$ cat config.mk
export PLATFORM = sky130hd
export DESIGN_NAME = fetch_prefetch_buffer
export DESIGN_NICKNAME = d
export VERILOG_FILES = /design/src/rtl/fetch_prefetch_buffer.sv
export SDC_FILE = /design/constraint.sdc
export NUM_CORES = 1
export LEC_CHECK = 0
export CAP_MARGIN = 40
export CORE_MARGIN = 2
export CORE_UTILIZATION = 30
export CTS_BUF_LIST = sky130_fd_sc_hd__clkbuf_2
export CTS_CLUSTER_DIAMETER = 60
export DETAILED_ROUTE_END_ITERATION = 8
export GPL_ROUTABILITY_DRIVEN = 0
export PLACE_DENSITY = 0.55
export SYNTH_ARGS = -nofsm -noshare
export SYNTH_HDL_FRONTEND = slang
export SYNTH_SLANG_ARGS = --single-unit
$ cat constraint.sdc
create_clock -name clk -period 3.59 [get_ports clk]
set_clock_uncertainty 0.05 [all_clocks]
set_input_delay 0.718 -clock clk [delete_from_list [all_inputs] [get_ports clk]]
set_output_delay 0.718 -clock clk [all_outputs]
set_load 0.02 [all_outputs]
$ cat src/rtl/fetch_prefetch_buffer.sv
`default_nettype none
// ============================================================================
//  Module      : fetch_prefetch_buffer
//  Description : Instruction prefetch FIFO. Keeps at most one instruction
//                memory request in flight, fills a DEPTH-entry buffer of
//                {instr, pc} pairs and hands the head to decode. A redirect
//                flushes the buffer and discards any response still owed to
//                the old stream.
//  Revision    : 1.0 - initial release
// ============================================================================
module fetch_prefetch_buffer #(
    parameter int          DEPTH    = 4,
    parameter logic [15:0] RESET_PC = 16'h0000
) (
    input  logic                   clk,
    input  logic                   rst,
    input  logic                   halt_sys,
    input  logic                   redirect_en,
    input  logic [15:0]            redirect_addr,
    output logic                   imem_req,
    output logic [15:0]            imem_addr,
    input  logic                   imem_rvalid,
    input  logic [15:0]            imem_rdata,
    output logic                   out_valid,
    output logic [15:0]            out_instr,
    output logic [15:0]            out_pc,
    input  logic                   in_ready,
    output logic [$clog2(DEPTH):0] count
);

    localparam int              c_AW    = $clog2(DEPTH);
    localparam int              c_CW    = c_AW + 1;
    localparam logic [c_CW-1:0] c_DEPTH = c_CW'(DEPTH);

    typedef enum logic [1:0] {
        S_IDLE = 2'd0,
        S_WAIT = 2'd1,
        S_DROP = 2'd2
    } state_t;

    state_t            r_state;
    state_t            w_state_nxt;
    logic [15:0]       r_fetch_pc;
    logic [15:0]       r_req_pc;
    logic [c_AW-1:0]   r_head;
    logic [c_AW-1:0]   r_tail;
    logic [c_CW-1:0]   r_count;
    logic [15:0]       r_mem_instr [DEPTH];
    logic [15:0]       r_mem_pc    [DEPTH];

    logic              w_busy;
    logic [c_CW-1:0]   w_occ;
    logic              w_credit;
    logic              w_issue;
    logic              w_push;
    logic              w_pop;

    // An outstanding request reserves a slot, so credit counts it as occupied.
    // Only registered values are used: a pop this cycle frees nothing yet.
    assign w_busy   = (r_state != S_IDLE);
    assign w_occ    = r_count + {{c_AW{1'b0}}, w_busy};
    assign w_credit = (w_occ < c_DEPTH);

    assign w_issue  = w_credit && !halt_sys && !redirect_en &&
                      ((r_state == S_IDLE) || ((r_state == S_WAIT) && imem_rvalid));
    assign w_push   = (r_state == S_WAIT) && imem_rvalid && !redirect_en;
    assign w_pop    = (r_count != '0) && in_ready && !halt_sys && !redirect_en;

    // Request is masked while reset is held so nothing escapes during reset.
    assign imem_req  = w_issue && rst;
    assign imem_addr = r_fetch_pc;

    assign out_valid = (r_count != '0);
    assign out_instr = r_mem_instr[r_head];
    assign out_pc    = r_mem_pc[r_head];
    assign count     = r_count;

    // Request-tracking state register.
    always_ff @(posedge clk or negedge rst) begin
        if (!rst) begin
            r_state <= S_IDLE;
        end else begin
            r_state <= w_state_nxt;
        end
    end

    // Next-state logic: WAIT keeps the response, DROP throws it away.
    always_comb begin
        w_state_nxt = r_state;
        case (r_state)
            S_IDLE: begin
                if (w_issue) begin
                    w_state_nxt = S_WAIT;
                end
            end
            S_WAIT: begin
                if (redirect_en) begin
                    w_state_nxt = imem_rvalid ? S_IDLE : S_DROP;
                end else if (imem_rvalid) begin
                    w_state_nxt = w_issue ? S_WAIT : S_IDLE;
                end
            end
            S_DROP: begin
                if (imem_rvalid) begin
                    w_state_nxt = S_IDLE;
                end
            end
            default: begin
                w_state_nxt = S_IDLE;
            end
        endcase
    end

    // Fetch address, pc of the in-flight request, and FIFO pointers/occupancy.
    always_ff @(posedge clk or negedge rst) begin
        if (!rst) begin
            r_fetch_pc <= RESET_PC;
            r_req_pc   <= 16'h0000;
            r_head     <= '0;
            r_tail     <= '0;
            r_count    <= '0;
        end else if (redirect_en) begin
            r_fetch_pc <= redirect_addr & 16'hFFFE;
            r_head     <= '0;
            r_tail     <= '0;
            r_count    <= '0;
        end else begin
            if (w_issue) begin
                r_fetch_pc <= r_fetch_pc + 16'd2;
                r_req_pc   <= r_fetch_pc;
            end
            if (w_push) begin
                r_tail <= r_tail + c_AW'(1);
            end
            if (w_pop) begin
                r_head <= r_head + c_AW'(1);
            end
            case ({w_push, w_pop})
                2'b10:   r_count <= r_count + c_CW'(1);
                2'b01:   r_count <= r_count - c_CW'(1);
                default: r_count <= r_count;
            endcase
        end
    end

    // FIFO payload storage; contents need no reset since count gates validity.
    always_ff @(posedge clk) begin
        if (w_push) begin
            r_mem_instr[r_tail] <= imem_rdata;
            r_mem_pc[r_tail]    <= r_req_pc;
        end
    end

endmodule
`default_nettype wire

==> impl_summary.log, run 1 <==
[metrics] status: complete, no violations
[metrics] Bufs on Longest Clock Path: 2
[metrics] die area: 0.0229 mm²
[metrics] number of top-level design ports: 91
[metrics] fill cell count: 1,959
[metrics] maximum level of the CTS H-tree: 4
[metrics] TritonCTS sink count: between 150 and 200
[metrics] worst max-slew margin expressed relative to the limit: 65.6%
[metrics] FF-to-FF Start: count[0]$_DFFE_PN0P_
[metrics] Post-layout nets: 508
[metrics] worst r2r path cells: 6
[metrics] hold depth: 0
[metrics] total clock buffers created by CTS: 17
[metrics] number of max-cap violations: 0
[metrics] setup TNS after final layout: 0 ns
[metrics] share of layout cells above drive strength 1: 22.9%
[metrics] Via Count: 3,686
[metrics] Initial DRC Count: approximately 170
[metrics] final setup fails: 0
[metrics] transition time at the pin with the least slew margin: between 0.5 and 0.6 ns
[metrics] post-placement cell count: between 700 and 800
[metrics] aggregate global routing overflow: 0
[metrics] hold path start: r_req_pc[14]$_DFFE_PN0P_
[metrics] Cell Chain, Critical Path: buf_12, mux4_2, clkdlybuf4s50_1
[metrics] fin crit share: 93.3%
[metrics] cell family contributing the most delay on the critical path: buffers and inverters
[metrics] Antenna Nets Post-Route: 0
[metrics] library cell with the largest summed area after synthesis: sky130_fd_sc_hd__edfxtp_1
[metrics] arrival time of the worst setup path: 2.58 ns
[metrics] Critical path buffers and inverters: 2
[metrics] Detailed Route WL: 13.7 mm
[metrics] Pwr per Cell Area: 464 mW/mm²
[metrics] overall die width: approximately 150 µm
[metrics] number of input and output port buffers inserted: 87
[metrics] worst setup path category: flip-flop to output port
[metrics] placement-stage cell area: roughly 0.008 mm²
[metrics] category of the worst setup path capture point: output port
[metrics] sequential area share after synthesis: 72.1%
[metrics] RSZ-0062 raised after global routing: false
[metrics] chip height: 151 µm
[metrics] Clk pin slew, worst setup/hold paths: between 0.2 and 0.25 ns
[metrics] syn avg cell area: 18.2 µm²
[metrics] count of pins over their slew limit: 0
[metrics] clock latency reported for the late side of the worst-skew pair: 0.70 ns
[metrics] post-layout instance count excluding filler cells: 753
[metrics] detailed-route DRC error count: 0
[metrics] predominant post-synthesis flop cell: sky130_fd_sc_hd__edfxtp_1
[metrics] final critical delay including setup and external delays: 3.35 ns
[metrics] worst reg-to-reg setup slack: roughly 1.1 ns
[metrics] Highest Clock Rate: 299 MHz
[metrics] initial cell density of the core: 30.8%
[metrics] largest net degree at the start of global routing: 40
[metrics] area used by sequential logic in the layout: 0.00470 mm²
[metrics] Startpoint Class: flip-flop
[metrics] worst-path fanout max: 31
[metrics] gate count after technology mapping: 359
[metrics] number of global-route vias before repair: 3,812
[metrics] antenna violations before repair: 1
[metrics] cell types with the highest counts after synthesis: sky130_fd_sc_hd__edfxtp_1 (124), sky130_fd_sc_hd__dfrtp_1 (39), sky130_fd_sc_hd__mux4_2 (31), sky130_fd_sc_hd__mux2_2 (15), sky130_fd_sc_hd__nor2_1 (13)
[metrics] reg-to-reg critical path endpoint: count[2]$_DFFE_PN0P_
[metrics] cell area after synthesis: roughly 0.0065 mm²
[metrics] Crit-path slowest cell: sky130_fd_sc_hd__clkdlybuf4s50_1
[metrics] class of the tightest hold or removal check: flip-flop to flip-flop
[metrics] final core utilization: 38.5%
[metrics] routed wire length per instance: 18.2 µm
[metrics] Non-Filler Cell Area, Final: roughly 0.0081 mm²
[metrics] hold-critical path endpoint: r_mem_pc[1][14]$_DFFE_PP_
[metrics] TritonRoute pass-1 iters: 5
[metrics] proportion of netlist area held by the largest area contributor: 57.1%
[metrics] CTS tree: built
[metrics] GRT Resource Usage Total: 12.5%
[metrics] cell at the root of the clock tree: sky130_fd_sc_hd__clkbuf_2
[metrics] area used by multi-input combinational logic: about 0.0017 mm²
[metrics] worst vdd ir: just over 200 µV
[metrics] number of warning messages in the yosys log: 0
[metrics] Placeable Area: 0.0212 mm²
[metrics] async set-or-reset flop fraction in the synthesized netlist: 23.9%
[metrics] library cells used by synthesis: 47
[metrics] flop and latch count out of synthesis: 163
[metrics] first-pass GRT wire length: 21.1 mm
[metrics] data required time of the critical path: about 2.8 ns
[metrics] number of flops mapped to enable cells by yosys: 124
[metrics] largest stage delay on the critical path: 0.60 ns
[metrics] cell with the most instances after synthesis: sky130_fd_sc_hd__edfxtp_1
[metrics] PnR Total Power: 3.78 mW
[metrics] layout overhead on the synthesized area: 24.9%
[metrics] Final Hold Viols: 0
[metrics] row cnt: 53
[metrics] Leak: 2.66 nW
[metrics] most area-consuming cells after synthesis: sky130_fd_sc_hd__edfxtp_1 (57%), sky130_fd_sc_hd__dfrtp_1 (15%), sky130_fd_sc_hd__mux4_2 (11%)
[metrics] drt via density: 4.90
[metrics] DP HPWL: 8.83 mm
## flip-flops by register name (all words and copies together) (netlist names)
signal and count:
r_mem_instr 64, r_mem_pc 60, imem_addr 15, r_req_pc 15, count 3, r_head 2, r_state 2, r_tail 2
## repair_timing
item,CTS,global route
gates cloned,0,0
hold buffers,0,1
hold endpoints to repair,0,13
buffers inserted,0,0
resized for setup,1,4
endpoints found under the setup margin,8,2
## area by class of cell
cell class | instances | share of cell area [%]
antenna | 1 | 0.0307
inverter | 6 | 0.276
clock buffer | 17 | 1.04
tap | 275 | 4.22
multi-input combinational | 174 | 21.4
timing repair buffer | 102 | 12.8
sequential | 163 | 57.8
clock inverter | 15 | 2.49
## routing by layer
metal | up-vias | track usage, % | part of all wire [%]
met5 | - | 0 | 0
met1 | 1909 | 16.7 | 46
li1 | 1663 | - | -
met2 | 108 | 20.1 | 48
met3 | 6 | 3.70 | 4.9
met4 | 0 | 2.94 | 0.45
## worst max path at each step
stage	from	slack, ns	endpoint	depth (start not counted)
floorplan	imem_rvalid	0.97	count[2]$_DFFE_PN0P_	7
global placement	imem_rvalid	0.36	imem_req	6
detailed placement	imem_rvalid	0.30	imem_req	6
CTS	r_state[0]$_DFFE_PN0P_	0.09	imem_req	5
global route	r_state[0]$_DFFE_PN0P_	0.005	imem_req	5
finish	r_head[0]$_DFFE_PN0P_	0.24	out_pc[15]	3
## layout by cell type, fill, tap and decap left out, types with 4 or more instances in the layout
cell and instances:
sky130_fd_sc_hd__mux4_2 31, sky130_fd_sc_hd__a31oi_1 10, sky130_fd_sc_hd__nor2_1 13, sky130_fd_sc_hd__mux2_2 15
sky130_fd_sc_hd__a21oi_1 7, sky130_fd_sc_hd__nand3_1 7, sky130_fd_sc_hd__ha_1 5, sky130_fd_sc_hd__clkbuf_2 17
sky130_fd_sc_hd__clkdlybuf4s50_1 86, sky130_fd_sc_hd__buf_12 5, sky130_fd_sc_hd__dfrtp_2 4, sky130_fd_sc_hd__inv_1 5
sky130_fd_sc_hd__o31ai_1 5, sky130_fd_sc_hd__and3_2 4, sky130_fd_sc_hd__or4_1 9, sky130_fd_sc_hd__or3_1 5
sky130_fd_sc_hd__buf_4 9, sky130_fd_sc_hd__bufinv_16 4, sky130_fd_sc_hd__o21ai_0 11, sky130_fd_sc_hd__nand2_1 11
sky130_fd_sc_hd__edfxtp_1 124, sky130_fd_sc_hd__dfrtp_1 35, sky130_fd_sc_hd__inv_6 4, sky130_fd_sc_hd__clkinvlp_4 4
## cells by family (layout without fill, tap and decap cells)
group / Yosys count / after routing / share of synthesized area (%)
buffers and inverters: 23 / 140 / 1.57
flip-flops: 163 / 163 / 72.1
AO/OA/AOI/OAI: 41 / 41 / 4.43
adder cells (fa/ha/maj): 6 / 6 / 1.27
other: 1 / 3 / 0.0575
multiplexers: 47 / 47 / 13.5
AND/OR/NAND/NOR: 74 / 74 / 6.60
XOR/XNOR: 4 / 4 / 0.537
## worst reg2reg max path: stages, from the launching register on
cell	delay, ns
sky130_fd_sc_hd__dfrtp_2	0.54
sky130_fd_sc_hd__nor3_2	0.39
sky130_fd_sc_hd__nor4_1	0.13
sky130_fd_sc_hd__fa_1	0.40
sky130_fd_sc_hd__or4_1	0.55
sky130_fd_sc_hd__and3_1	0.21
sky130_fd_sc_hd__o21a_1	0.18
## per-stage QoR
stage          hold WS (ns)  setup slack [ns]
3_3_place_gp          0.439             0.363
4_1_cts              0.0187            0.0913
5_1_grt               0.396           0.00482
6_report              0.494             0.240
3_5_place_dp          0.453             0.299
2_1_floorplan         0.372             0.968
## report_power, final
| group | switching, mW | leakage [nW] | total [mW] | internal, mW |
|---|---|---|---|---|
| Clock | 0.636 | 0.155 | 1.10 | 0.463 |
| Combinational | 0.194 | 0.929 | 0.405 | 0.212 |
| Sequential | 0.110 | 1.58 | 2.27 | 2.16 |
| Total | 0.939 | 2.66 | 3.78 | 2.84 |
(Power assumes the default switching activity.)
==> run 2, diff against run 1 <==
--- a/config.mk
+++ b/config.mk
@@ -12,7 +12,8 @@
 export CTS_CLUSTER_DIAMETER = 60
 export DETAILED_ROUTE_END_ITERATION = 8
 export GPL_ROUTABILITY_DRIVEN = 0
-export PLACE_DENSITY = 0.55
+export PLACE_DENSITY_LB_ADDON = 0.08
+export SKIP_LAST_GASP = 1
 export SYNTH_ARGS = -nofsm -noshare
 export SYNTH_HDL_FRONTEND = slang
 export SYNTH_SLANG_ARGS = --single-unit
==> impl_summary.log, run 2 (synthesis results as in run 1) <==
[metrics] status: complete, no violations (unchanged)
[metrics] worst vdd ir: 228 µV (was 201 µV)
[metrics] final critical delay including setup and external delays: 3.33 ns (was 3.35 ns)
[metrics] category of the worst setup path capture point: output port (unchanged)
[metrics] chip height: 151 µm (unchanged)
[metrics] TritonRoute pass-1 iters: 4 (was 5)
[metrics] PnR Total Power: 3.69 mW (was 3.78 mW)
[metrics] detailed-route DRC error count: 0 (unchanged)
[metrics] final setup fails: 0 (unchanged)
[metrics] post-layout instance count excluding filler cells: 756 (was 753)
[metrics] post-placement cell count: 720 (was 719)
[metrics] number of top-level design ports: 91 (unchanged)
[metrics] TritonCTS sink count: 163 (unchanged)
[metrics] hold slack final: 0.499 ns (was 0.494 ns)
[metrics] initial cell density of the core: 30.8% (unchanged)
[metrics] FF-to-FF Start: count[0]$_DFFE_PN0P_ (unchanged)
[metrics] Via Count: 3,616 (was 3,686)
[metrics] row cnt: 53 (unchanged)
[metrics] setup TNS after final layout: 0 ns (unchanged)
[metrics] Antenna Nets Post-Route: 0 (unchanged)
[metrics] class of the tightest hold or removal check: flip-flop to flip-flop (unchanged)
[metrics] Pwr per Cell Area: 456 mW/mm² (was 464 mW/mm²)
[metrics] maximum level of the CTS H-tree: 4 (unchanged)
[metrics] worst max-slew margin expressed relative to the limit: 59.9% (was 65.6%)
[metrics] RSZ-0062 raised after global routing: false (unchanged)
[metrics] layout overhead on the synthesized area: 24.0% (was 24.9%)
[metrics] number of flip-flops under the largest register name: 64 (unchanged)
[metrics] share of layout cells above drive strength 1: 22.7% (was 22.9%)
[metrics] number of input and output port buffers inserted: 87 (unchanged)
[metrics] overall die width: 151 µm (unchanged)
[metrics] aggregate global routing overflow: 0 (unchanged)
[metrics] hold path start: r_req_pc[9]$_DFFE_PN0P_ (was r_req_pc[14]$_DFFE_PN0P_)
[metrics] Clk pin slew, worst setup/hold paths: 0.21 ns (was 0.23 ns)
[metrics] number of global-route vias before repair: 3,794 (was 3,812)
[metrics] data required time of the critical path: 2.82 ns (about the same)
[metrics] share of total power in combinational logic: 11.0% (was 10.7%)
[metrics] clock latency reported for the late side of the worst-skew pair: 0.68 ns (was 0.70 ns)
[metrics] worst-path fanout max: 29 (was 31)
[metrics] Top Registers: r_mem_instr x64, r_mem_pc x60 (unchanged)
[metrics] net switching fraction of the power: 25.2% (was 24.9%)
[metrics] worst setup path category: flip-flop to output port (unchanged)
[metrics] Startpoint Class: flip-flop (unchanged)
[metrics] Highest Clock Rate: 301 MHz (was 299 MHz)
[metrics] net switching power of the design: 929 µW (was 939 µW)
[metrics] drt via density: 4.78 (was 4.90)
[metrics] DP HPWL: 8.71 mm (was 8.83 mm)
[metrics] routed wire length per instance: 18.3 µm (was 18.2 µm)
[metrics] cell at the root of the clock tree: sky130_fd_sc_hd__clkbuf_2 (unchanged)
[metrics] source of the critical timing path: r_head[1]$_DFFE_PN0P_ (was r_head[0]$_DFFE_PN0P_)
[metrics] largest net degree at the start of global routing: 40 (unchanged)
[metrics] arrival time of the worst setup path: 2.56 ns (was 2.58 ns)
[metrics] Post-layout nets: 512 (was 508)
[metrics] most frequent cells in the layout: sky130_fd_sc_hd__edfxtp_1 (124), sky130_fd_sc_hd__clkdlybuf4s50_1 (86), sky130_fd_sc_hd__dfrtp_1 (37) (was sky130_fd_sc_hd__edfxtp_1 (124), sky130_fd_sc_hd__clkdlybuf4s50_1 (86), sky130_fd_sc_hd__dfrtp_1 (35))
[metrics] Final Hold Viols: 0 (unchanged)
[metrics] cell internal power dissipation: 2.76 mW (was 2.84 mW)
[metrics] largest reg by FF count: r_mem_instr (unchanged)
[metrics] first-pass GRT wire length: 21.3 mm (was 21.1 mm)
[metrics] relative contribution of sequential cells to total power: 61.5% (was 60.2%)
[metrics] Leak: 2.68 nW (was 2.66 nW)
[metrics] fraction of power consumed by the clock network: 27.5% (was 29.1%)
[metrics] transition time at the pin with the least slew margin: 0.597 ns (was 0.517 ns)
[metrics] antenna violations before repair: 1 (unchanged)
[metrics] die area: 0.0229 mm² (unchanged)
[metrics] Detailed Route WL: 13.8 mm (was 13.7 mm)
[metrics] count of pins over their slew limit: 0 (unchanged)
[metrics] Placeable Area: 0.0212 mm² (unchanged)
[metrics] Bufs on Longest Clock Path: 2 (unchanged)
[metrics] most frequent standard cell in the layout excluding fill and tap cells: sky130_fd_sc_hd__edfxtp_1 (unchanged)
[metrics] CTS tree: built (unchanged)
[metrics] GRT Resource Usage Total: 12.8% (was 12.5%)
[metrics] Initial DRC Count: 175 (was 165)
[metrics] fin crit share: 92.7% (was 93.3%)
[metrics] number of max-cap violations: 0 (unchanged)
[metrics] total clock buffers created by CTS: 17 (unchanged)
run 2: changes by cell type in the layout (fill, tap and decap cells not counted), sizes merged:
cell / delta
clkinvlp: -4
clkinv: +6
bufinv: -1
inv: -2
buf: +4
run 2: what timing repair did:
| action | CTS | global route |
|---|---|---|
| setup endpoints to repair | 21 | 0 |
| gates resized for setup | 1 | 0 |
| hold endpoints to repair | 39 | 0 |
| hold buffers | 1 | 0 |
| buffers inserted | 3 | 0 |
run 2: worst paths after layout:
check	end	slack, ns	cells past startpoint
max	out_pc[14]	0.26	3
min	r_mem_pc[3][9]$_DFFE_PP_	0.50	0
max reg2reg	count[2]$_DFFE_PN0P_	0.90	6
min reg2reg	r_mem_pc[3][9]$_DFFE_PP_	0.50	0
max in group asynchronous	r_head[0]$_DFFE_PN0P_	2.52	3
min in group asynchronous	r_state[1]$_DFFE_PN0P_	0.56	3
run 2: critical path: stages, from the launching register on:
cell	delay, ns
sky130_fd_sc_hd__dfrtp_2	0.47
sky130_fd_sc_hd__buf_4	0.43
sky130_fd_sc_hd__mux4_2	0.41
sky130_fd_sc_hd__clkdlybuf4s50_1	0.56
run 2: metal layers:
metal	routed length, µm	track usage (%)	vias to the layer above
li1	-	-	1664
met1	6500	16.8	1854
met2	6600	20.5	89
met3	623	3.80	9
met4	114	3.64	0
met5	0	0	-
run 2: metrics by stage:
| stage | area, µm² | setup slack, ns | utilization (%) |
|---|---|---|---|
| after floorplan | 6520 | 0.968 | - |
| after global placement | 7800 | 0.389 | 36.9 |
| after detailed placement | 7800 | 0.373 | 36.9 |
| after CTS | 8080 | 0.117 | 38.2 |
| after global routing | 8080 | 0.0202 | 38.2 |
| final | 8080 | 0.264 | 38.2 |
run 2: power by group through the flow:
stage / clock network (mW) / registers (mW) / logic (mW)
2_1_floorplan: 0 / 2.29 / 0.202
3_3_place_gp: 0 / 2.31 / 0.399
3_5_place_dp: 0 / 2.32 / 0.403
4_1_cts: 1.06 / 2.27 / 0.413
5_1_grt: 1.14 / 2.29 / 0.441
6_report: 1.02 / 2.27 / 0.404
run 2: final cells by class:
cell class / instances / area (µm²)
antenna: 1 / 2.50
clock buffer: 17 / 85.1
clock inverter: 14 / 163
fill: 1994 / 13100
inverter: 6 / 22.5
multi-input combinational: 174 / 1730
sequential: 163 / 4700
tap: 275 / 344
timing repair buffer: 106 / 1040
==> run 3, diff against run 2 <==
==> constraint.sdc (replaced) <==
create_clock -name clk -period 3.59 [get_ports clk]
set_clock_uncertainty 0.05 [all_clocks]
set_input_delay 0.718 -clock clk [delete_from_list [all_inputs] [get_ports clk]]
set_output_delay 0.718 -clock clk [all_outputs]
set_load 0.01 [all_outputs]
==> impl_summary.log, run 3 (synthesis results as in run 1) <==
[metrics] met2 Use GR: 20.0% (was 20.5%)
[metrics] Pwr per Cell Area: 445 mW/mm² (was 456 mW/mm²)
[metrics] category of the worst setup path capture point: output port (unchanged)
[metrics] Initial DRC Count: 195 (was 175)
[metrics] Startpoint Class: flip-flop (unchanged)
[metrics] TritonCTS sink count: 163 (unchanged)
[metrics] Highest Clock Rate: 301 MHz (about the same)
[metrics] number of global-route vias before repair: 3,674 (was 3,794)
[metrics] first-pass GRT wire length: 21.2 mm (was 21.3 mm)
[metrics] number of max-cap violations: 0 (unchanged)
[metrics] transition time at the pin with the least slew margin: 0.583 ns (was 0.597 ns)
[metrics] Cell Chain, Critical Path: buf_4, mux4_2, clkdlybuf4s50_1 (unchanged)
[metrics] row cnt: 53 (unchanged)
[metrics] number of top-level design ports: 91 (unchanged)
[metrics] Placeable Area: 0.0212 mm² (unchanged)
[metrics] worst max-slew margin expressed relative to the limit: 60.8% (was 59.9%)
[metrics] die area: 0.0229 mm² (unchanged)
[metrics] antenna violations before repair: 1 (unchanged)
[metrics] final critical delay including setup and external delays: 3.33 ns (about the same)
[metrics] final setup fails: 0 (unchanged)
[metrics] data required time of the critical path: 2.82 ns (about the same)
[metrics] worst reg-to-reg setup slack: 0.88 ns (was 0.90 ns)
[metrics] CTS tree: built (unchanged)
[metrics] Detailed Route WL: 13.7 mm (was 13.8 mm)
[metrics] worst setup path category: flip-flop to output port (unchanged)
[metrics] number of flip-flops under the largest register name: 64 (unchanged)
[metrics] DP HPWL: 8.61 mm (was 8.71 mm)
[metrics] Clk pin slew, worst setup/hold paths: 0.21 ns (about the same)
[metrics] worst vdd ir: 157 µV (was 228 µV)
[metrics] setup TNS after final layout: 0 ns (unchanged)
[metrics] worst setup slack after placement: 0.399 ns (was 0.373 ns)
[metrics] chip height: 151 µm (unchanged)
[metrics] drt via density: 4.70 (was 4.78)
[metrics] initial cell density of the core: 30.8% (unchanged)
[metrics] detailed-route DRC error count: 0 (unchanged)
[metrics] Antenna Nets Post-Route: 0 (unchanged)
[metrics] fraction of met3 tracks used by global routing: 3.67% (was 3.80%)
[metrics] Bufs on Longest Clock Path: 2 (unchanged)
[metrics] layout overhead on the synthesized area: 23.7% (was 24.0%)
[metrics] count of pins over their slew limit: 0 (unchanged)
[metrics] maximum level of the CTS H-tree: 4 (unchanged)
[metrics] most frequent cells in the layout: sky130_fd_sc_hd__edfxtp_1 (124), sky130_fd_sc_hd__clkdlybuf4s50_1 (86), sky130_fd_sc_hd__dfrtp_1 (37) (unchanged)
[metrics] fill cell count: 1,988 (was 1,994)
[metrics] Leak: 2.64 nW (was 2.68 nW)
[metrics] clock latency reported for the late side of the worst-skew pair: 0.68 ns (about the same)
[metrics] arrival time of the worst setup path: 2.56 ns (about the same)
[metrics] overall die width: 151 µm (unchanged)
[metrics] Top Registers: r_mem_instr x64, r_mem_pc x60 (unchanged)
[metrics] global-route layer with the greatest usage: met2 (unchanged)
[metrics] Via Count: 3,537 (was 3,616)
[metrics] worst-path fanout max: 11 (was 29)
[metrics] Crit-path slowest cell: sky130_fd_sc_hd__dfrtp_4 (was sky130_fd_sc_hd__clkdlybuf4s50_1)
[metrics] status: complete, no violations (unchanged)
[metrics] fin crit share: 92.7% (about the same)
[metrics] largest net degree at the start of global routing: 40 (unchanged)
[metrics] largest stage delay on the critical path: 0.64 ns (was 0.56 ns)
[metrics] most frequent standard cell in the layout excluding fill and tap cells: sky130_fd_sc_hd__edfxtp_1 (unchanged)
[metrics] cell at the root of the clock tree: sky130_fd_sc_hd__clkbuf_2 (unchanged)
[metrics] routed wire length per instance: 18.3 µm (about the same)
[metrics] number of input and output port buffers inserted: 87 (unchanged)
[metrics] final setup slack of the worst path: 0.262 ns (was 0.264 ns)
[metrics] met1 capacity usage during global routing: 17.5% (was 16.8%)
[metrics] Post-layout nets: 508 (was 512)
[metrics] total clock buffers created by CTS: 17 (unchanged)
[metrics] TritonRoute pass-1 iters: 4 (unchanged)
[metrics] PnR Total Power: 3.59 mW (was 3.69 mW)
[metrics] RSZ-0062 raised after global routing: false (unchanged)
[metrics] share of layout cells above drive strength 1: 22.1% (was 22.7%)
[metrics] GRT Resource Usage Total: 12.8% (about the same)
[metrics] class of the tightest hold or removal check: flip-flop to flip-flop (unchanged)
[metrics] largest reg by FF count: r_mem_instr (unchanged)
[metrics] aggregate global routing overflow: 0 (unchanged)
[metrics] Final Hold Viols: 0 (unchanged)
[run 3: cell count changes in the layout (fill, tap and decap cells not counted), sizes merged]
cell,before,now
clkbuf,17,19
buf,19,15
clkinv,10,6
clkinvlp,0,3
bufinv,3,2
[run 3: worst paths after layout]
check	from	end	cells after the start
worst max register to register	count[0]$_DFFE_PN0P_	count[2]$_DFFE_PN0P_	6
worst min register to register	r_req_pc[13]$_DFFE_PN0P_	r_mem_pc[0][13]$_DFFE_PP_	0
worst max-delay path	r_head[0]$_DFFE_PN0P_	out_pc[4]	3
max in group asynchronous	rst	r_head[0]$_DFFE_PN0P_	3
worst min-delay path	r_req_pc[13]$_DFFE_PN0P_	r_mem_pc[0][13]$_DFFE_PP_	0
min in group asynchronous	rst	r_state[1]$_DFFE_PN0P_	3
[run 3: where the power goes]
part	leakage, nW	total [mW]	switching (mW)	internal (mW)
clock	0.136	0.949	0.625	0.324
combinational	0.926	0.367	0.155	0.212
sequential	1.58	2.27	0.109	2.16
[run 3: routing by layer]
layer  vias up  wire length (µm)
li1       1658                 -
met1      1781              6300
met2        93              6670
met3         5               666
met4         0                98
met5         -                 0
[run 3: per-stage QoR]
stage	area (µm²)	utilization, %	hold WS (ns)	instances
after floorplan	6520	-	0.372	360
after global placement	7810	36.9	0.443	718
after detailed placement	7810	36.9	0.463	718
after CTS	8070	38.1	0.430	751
after global routing	8070	38.1	0.391	752
final	8070	38.1	0.488	752
[run 3: what timing repair did]
action | in CTS | in global routing
endpoints found under the hold margin | 20 | 0
endpoints found under the setup margin | 24 | 0
buffers inserted | 1 | 0
resized for setup | 1 | 0
hold buffers | 1 | 0
[run 3: layout make-up]
type	count	area, µm²	area share, %
Multi-Input combinational cell	174	1730	21.4
Tap cell	275	344	4.26
Timing Repair Buffer	102	1040	12.9
Clock buffer	19	95.1	1.18
Sequential cell	163	4700	58.3
Antenna cell	1	2.50	0.0310
Inverter	6	22.5	0.279
Clock inverter	12	134	1.66
[run 3: critical path: cells and delay by family, from the launching register on]
family / cells / cell delay [ns]
buffers and inverters: 2 / 0.74
flip-flops: 1 / 0.64
multiplexers: 1 / 0.53
